File: src/rtl/mux_pkg.sv
// Shared mux constants, select encodings and helpers.
// Imported by the n-way mux and by stages that instantiate it.
package mux_pkg;

    // Policy for a select that does not name a real input
    localparam int MUX_OOR_LAST = 0;
    localparam int MUX_OOR_ZERO = 1;

    // ALU-operand select encodings
    localparam int SLC_RS        = 0;
    localparam int SLC_FWD_EXMEM = 1;
    localparam int SLC_FWD_MEMWB = 2;
    localparam int SLC_IMM       = 3;

    function automatic int mux_clog2(input int n);
        int r;
        r = 0;
        for (int v = 1; v < n; v = v << 1) begin
            r++;
        end
        return r;
    endfunction

endpackage

File: src/rtl/mod_mux_nway_sel.sv
// Combinational N-way select with out-of-range detection.
// Ports: in_flat (packed inputs), slc, sel_data, oor.
module mod_mux_nway_sel
    import mux_pkg::*;
#(
    parameter int WIDTH    = 32,
    parameter int NUM_IN   = 8,
    parameter int SLC_W    = 3,
    parameter int OOR_MODE = MUX_OOR_LAST
) (
    input  logic [NUM_IN*WIDTH-1:0] in_flat,
    input  logic [SLC_W-1:0]        slc,
    output logic [WIDTH-1:0]        sel_data,
    output logic                    oor
);

    always_comb begin
        oor = (32'(slc) >= 32'(NUM_IN));
        // Out-of-range default; overridden by any matching input
        if (OOR_MODE == MUX_OOR_ZERO) begin
            sel_data = '0;
        end else begin
            sel_data = in_flat[(NUM_IN-1)*WIDTH +: WIDTH];
        end
        for (int k = 0; k < NUM_IN; k++) begin
            if (32'(slc) == 32'(k)) begin
                sel_data = in_flat[k*WIDTH +: WIDTH];
            end
        end
    end

endmodule

File: src/rtl/mod_mux_pipe_nway.sv
// N-way operand mux with one registered output stage.
// Ports: clk, rst_n, in_flat, slc, in_valid, stall, flush,
//        out, out_valid, out_slc, oor_err.
module mod_mux_pipe_nway
    import mux_pkg::*;
#(
    parameter int WIDTH    = 32,
    parameter int NUM_IN   = 8,
    parameter int SLC_W    = 3,
    parameter int OOR_MODE = MUX_OOR_LAST
) (
    input  logic                    clk,
    input  logic                    rst_n,
    input  logic [NUM_IN*WIDTH-1:0] in_flat,
    input  logic [SLC_W-1:0]        slc,
    input  logic                    in_valid,
    input  logic                    stall,
    input  logic                    flush,
    output logic [WIDTH-1:0]        out,
    output logic                    out_valid,
    output logic [SLC_W-1:0]        out_slc,
    output logic                    oor_err
);

    if (SLC_W < mux_clog2(NUM_IN)) begin : g_bad_slc_w
        $error("SLC_W too narrow for NUM_IN");
    end
    if (NUM_IN < 2 || NUM_IN > 16) begin : g_bad_num_in
        $error("NUM_IN must be 2..16");
    end
    if (OOR_MODE != MUX_OOR_LAST && OOR_MODE != MUX_OOR_ZERO) begin : g_bad_mode
        $error("OOR_MODE must be 0 or 1");
    end

    logic [WIDTH-1:0] sel_data;
    logic             sel_oor;

    mod_mux_nway_sel #(
        .WIDTH    (WIDTH),
        .NUM_IN   (NUM_IN),
        .SLC_W    (SLC_W),
        .OOR_MODE (OOR_MODE)
    ) u_sel (
        .in_flat  (in_flat),
        .slc      (slc),
        .sel_data (sel_data),
        .oor      (sel_oor)
    );

    // flush > stall > load; bubbles keep out/out_slc steady
    always_ff @(posedge clk or negedge rst_n) begin
        if (!rst_n) begin
            out       <= '0;
            out_valid <= 1'b0;
            out_slc   <= '0;
            oor_err   <= 1'b0;
        end else if (flush) begin
            out       <= '0;
            out_valid <= 1'b0;
            out_slc   <= '0;
            oor_err   <= 1'b0;
        end else if (!stall) begin
            if (in_valid) begin
                out       <= sel_data;
                out_valid <= 1'b1;
                out_slc   <= slc;
                oor_err   <= sel_oor;
            end else begin
                out_valid <= 1'b0;
                oor_err   <= 1'b0;
            end
        end
    end

endmodule

File: config.mk
export PLATFORM = sky130hd
export DESIGN_NAME = mod_mux_pipe_nway
export DESIGN_NICKNAME = d
export VERILOG_FILES = /design/src/rtl/mux_pkg.sv /design/src/rtl/mod_mux_nway_sel.sv /design/src/rtl/mod_mux_pipe_nway.sv
export SDC_FILE = /design/constraint.sdc
export NUM_CORES = 1
export LEC_CHECK = 0
export BUFFER_PORTS_ARGS = -buffer_cell sky130_fd_sc_hd__buf_2
export CORE_AREA = 2 2 117 119
export CTS_BUF_LIST = sky130_fd_sc_hd__clkbuf_4
export CTS_CLUSTER_SIZE = 40
export DETAILED_ROUTE_END_ITERATION = 8
export DIE_AREA = 0 0 119 121
export PLACE_DENSITY = 0.66
export SKIP_CTS_REPAIR_TIMING = 1
export SLEW_MARGIN = 10
export SYNTH_ARGS = -nofsm -noshare
export SYNTH_HDL_FRONTEND = slang
export SYNTH_HIERARCHICAL = 1
export SYNTH_SLANG_ARGS = --single-unit
export TNS_END_PERCENT = 5
File: constraint.sdc
create_clock -name clk -period 1.06 [get_ports clk]
set_input_delay 0.053 -clock clk [delete_from_list [all_inputs] [get_ports clk]]
set_output_delay 0.053 -clock clk [all_outputs]
set_load 0.02 [all_outputs]
After elaboration in Yosys (flattened, before gate mapping):

Index checks and enable logic that the tools add are counted.

* eq/ne operators: 8
* mux-type cells: 19
* reduce and logical (&&, ||, !) cells: 3

Operators by type and width (count)
* two-way mux 32 bit: 11
* == test 3 bit, second input constant: 4
* two-way mux 3 bit: 3
* == test 3 x 2 -> 1 bit, second input constant: 2
* two-way mux 1 bit: 5
* == test 3 x 1 -> 1 bit, second input constant: 1
* logical NOT 3 bit: 1
* inequality test 2 x 1 -> 1 bit, second input constant: 1
* AND reduction 2 bit: 1
* nonzero test 2 bit: 1

* flip-flop bits (word level): 37
* input port bits: 264
* output and inout bits: 37
* logic and storage cells: 34

Longest topological paths before layout:

* word-level depth: 12
* mapped depth: 10
* depth with buffers taken out: 6

Cells and area by module:

The synthesis kept the hierarchy.

By module, submodules not included
* mod_mux_nway_sel: instances 1, cells each 309, area each 2434.8 um2, sequential area each 0.0 um2
* mod_mux_pipe_nway: instances 1, cells each 167, area each 1884.3 um2, sequential area each 925.9 um2

Worst setup path before layout:

Ideal clock, no wire load.

* kind: input to register
* start point: in slc[1]
* end point: reg out[22]
* setup time: 0.124 ns
* data arrival time: 1.307 ns
* data required time: 0.936 ns
* slack: -0.371 ns
* stages: 7
* path buffers: 3
* path through: buf_6 -> buf_6 -> buf_12 -> mux4_2 -> mux2_2 -> nand4bb_1 -> o21ai_1

* word-level cells in the longest chain between the ends: 12
* elaborated cells on any way between the ends: 19
* those cells by class: 7 x eq/ne; 11 x mux; 1 x reduce/logical

Ends and longest elaborated chain
* start, declared: line mod_mux_pipe_nway.sv:15 `input logic [SLC_W-1:0] slc,`
* logical NOT 3 bit: line mod_mux_nway_sel.sv:26 `if (32'(slc) == 32'(k)) begin`
* two-way mux 32 bit (7 in series): line mod_mux_nway_sel.sv:26
* two-way mux 32 bit (*): line mod_mux_nway_sel.sv:26
* net sel_data[22]: line mod_mux_pipe_nway.sv:35 `logic [WIDTH-1:0] sel_data;`
* two-way mux 32 bit (*): line mod_mux_pipe_nway.sv:63 `if (in_valid) begin`
* two-way mux 32 bit (*): line mod_mux_pipe_nway.sv:62 `end else if (!stall) begin`
* two-way mux 32 bit (*): line mod_mux_pipe_nway.sv:57 `end else if (flush) begin`
* end signal, assigned: line mod_mux_pipe_nway.sv:64 `out <= sel_data;`
* end, declared: line mod_mux_pipe_nway.sv:19 `output logic [WIDTH-1:0] out,`

The timed path passes the listed nets; every way through them passes the cells marked *. The select of a mux whose other input is x is not followed.
A chain may end at the register's enable or synchronous reset.

Worst setup path after layout:

* start point: in slc[1]
* end point: reg out[5]

The elaborated chain is that of the path after synthesis.

==> results.toml <==
[worst_setup_path]
r2r-end = "out_valid"
reg2reg_depth = 2
path_buf_inv = 1
critical_path.max_stage_delay_ns = 0.46
end_kind = "register"
r2r_slack_ns = 0.36
worstReg2RegStart = "out_valid"
cp-start-kind = "input port"
worstPathArrival_ns = 1.34
crit_family = "multiplexers"
path_class = "input port to register"
cp_max_fo = 7
crit_slowest_cell = "mux4_2"
critPathRequiredTime_ns = 1.30
crit_chain = "buf_16 > mux2_2 > mux4_2 > a32o_1 > nand4bb_1 > o21ai_1"

[yosys]
syn_nets = 740
synth-seq-cells = 37
ys_types = 37
synth_area_leader_cell = "dfrtp_1"
synth-async-reset-ratio = 1.000
ys_seq_area_frac = 0.2144
synth_area_leaders = "dfrtp_1 21%, mux4_2 14%, nand4bb_1 9.1%"
netlist_instances = 476
syn_area_per_cell_um2 = 9.074
synth-edff-count = 0
ys_warn_count = 6
synth_flop_cell = "dfrtp_1"
synth_area_um2 = 4319
synth_top_cell_area_share = 0.2144

[layout]
num_antenna_cells = 0
layout_commonest_cell = "buf_2"
syn2layout_area_growth_pct = 51.62
fill_cells = 1314
final_util = 0.5005
layout_common_cells = "297 x buf_2, 47 x nand2b_1, 44 x nand2_1, 38 x buf_4"
fin_nets = 1051
layout-drive-gt1-share = 0.5540

[global_routing]
grt_pass1_wl_um = 25740
grt.total_usage = 0.2232
grt-ovfl-total = 0
grt_pass1_vias = 5078
grt_start_max_net_pins = 73
antenna_found_initial = 0

[status]
status = "finished with violations"
violations = "setup timing"

[floorplan]
dieArea_um2 = 14400
die_x_um = 119
ioPinCount = 301
rows = 42
die_h_um = 121
start_util = 0.3301
core_um2 = 13090

[sta]
hold_viol_final = 0
fin_setup_tns_ns = -0.1750
post-route-period-util = 1.042
setup_viol = 7
slew_violations = 0
clock-skew-final_ns = 0
setup_slack_ns = -0.04456
holdWs_ns = 0.1851
fmax_ghz = 0.9053
grt_setup_unrepaired = "true"
min_period_ns = 1.105

[hold_path]
hp-start = "flush"
hp-class = "input port to register"
hold_path_end = "oor_err"
worst_hold_path.num_cells = 3

[detailed_routing]
antenna_left = 0
first_pass_iters = 5
routed_wl_um = 17610
drt_iter0_markers = 345
vias_per_cell = 5.329
avgRoutedWirePerCell_um = 18.28
dr_total_vias = 5132
drc = 0

[clock_network]
cts_tree = "built"
numCtsBuffers = 5
clockBufferDepth = 2
clock-root-buffer = "clkbuf_4"
insertion_delay_ns = 0.33
htreeDepth = 2
clkTransAtPathRegs_ns = 0.12
cts_sinks = 37

[power]
powerDensity_nw_per_um2 = 709.7
p_leak_nw = 3.101
vdd_ir_drop_max_mv = 0.4298

[place]
hpwlAfterDp_um = 13040
numPortBuffers = 300
gp_congestion = 0.8503

[job]
max_cap_viol_count = 0
worst register-to-register path, cell delays in order (launching register included):
cell and delay (ns):
dfrtp_1 0.39, mux2i_1 0.14, nor2_1 0.05
Yosys cell counts, drive strengths merged (2+ instances only):
library cell,count
a32oi,5
mux2,31
nor2b,9
and2,2
clkbuf,9
nor3,5
o211ai,6
a31oi,20
dfrtp,37
a211oi,5
a32o,11
a22oi,20
o21ai,51
nand2,44
o21bai,6
buf,46
nor2,29
a2bb2oi,5
a21oi,11
nand4bb,35
mux4,26
mux2i,9
nand2b,47
through the flow:
| step | setup slack, ns | std cells | total power, mW | cell area, µm² |
|---|---|---|---|---|
| after floorplan | -0.3708 | 476 | 2.783 | 4319 |
| after global placement | -0.5487 | 946 | 3.733 | 6178 |
| after detailed placement | -0.5606 | 946 | 3.753 | 6178 |
| after CTS | -0.1752 | 953 | 4.524 | 6227 |
| after global routing | -0.05679 | 963 | 4.950 | 6549 |
| final | -0.04456 | 963 | 4.647 | 6549 |
power by group:
part	total [mW]	switching [mW]	internal (mW)
logic	2.35	1.08	1.27
clock network	0.759	0.492	0.268
registers	1.54	0.0466	1.49
cells by family (layout without fill, tap and decap cells):
| kind of cell | count (synthesis) | count (layout) | share of synthesized area |
|---|---|---|---|
| buffers and inverters | 56 | 367 | 0.08140 |
| AO/OA/AOI/OAI | 143 | 143 | 0.2170 |
| flip-flops | 37 | 37 | 0.2144 |
| multiplexers | 66 | 66 | 0.2373 |
| AND/OR/NAND/NOR | 173 | 173 | 0.2491 |
| other | 1 | 1 | 0.0008682 |
worst max-delay path by stage:
| stage | cells after the start | start | end |
|---|---|---|---|
| 4_1_cts | 6 | slc[1] | out[29] |
| 5_1_grt | 6 | slc[1] | out[5] |
| 2_1_floorplan | 7 | slc[1] | out[22] |
| 3_5_place_dp | 6 | slc[1] | out[29] |
| 3_3_place_gp | 6 | slc[1] | out[24] |
| 6_report | 6 | slc[1] | out[5] |
area by class of cell:
class / count / area, µm² / share of cell area
inverters: 1 / 6.256 / 0.0009553
well taps: 176 / 220.2 / 0.03363
multi-input cells: 383 / 3132 / 0.4782
clock inverters: 1 / 3.754 / 0.0005732
flip-flops and latches: 37 / 925.9 / 0.1414
repair buffers: 359 / 2216 / 0.3384
clock buffers: 6 / 45.04 / 0.006878
routing by layer:
metal / vias to the layer above / share of wire / GRT usage
met5: - / 0 / 0
met3: 16 / 0.069 / 0.03994
li1: 2439 / - / -
met2: 235 / 0.51 / 0.4131
met1: 2442 / 0.40 / 0.2682
met4: 0 / 0.013 / 0.05134
flip-flops by register name, summed over array words and instances, names as in the netlist:
signal and count:
out 32, out_slc 3, oor_err 1, out_valid 1
No activity file was read; power rests on OpenSTA's default activity.
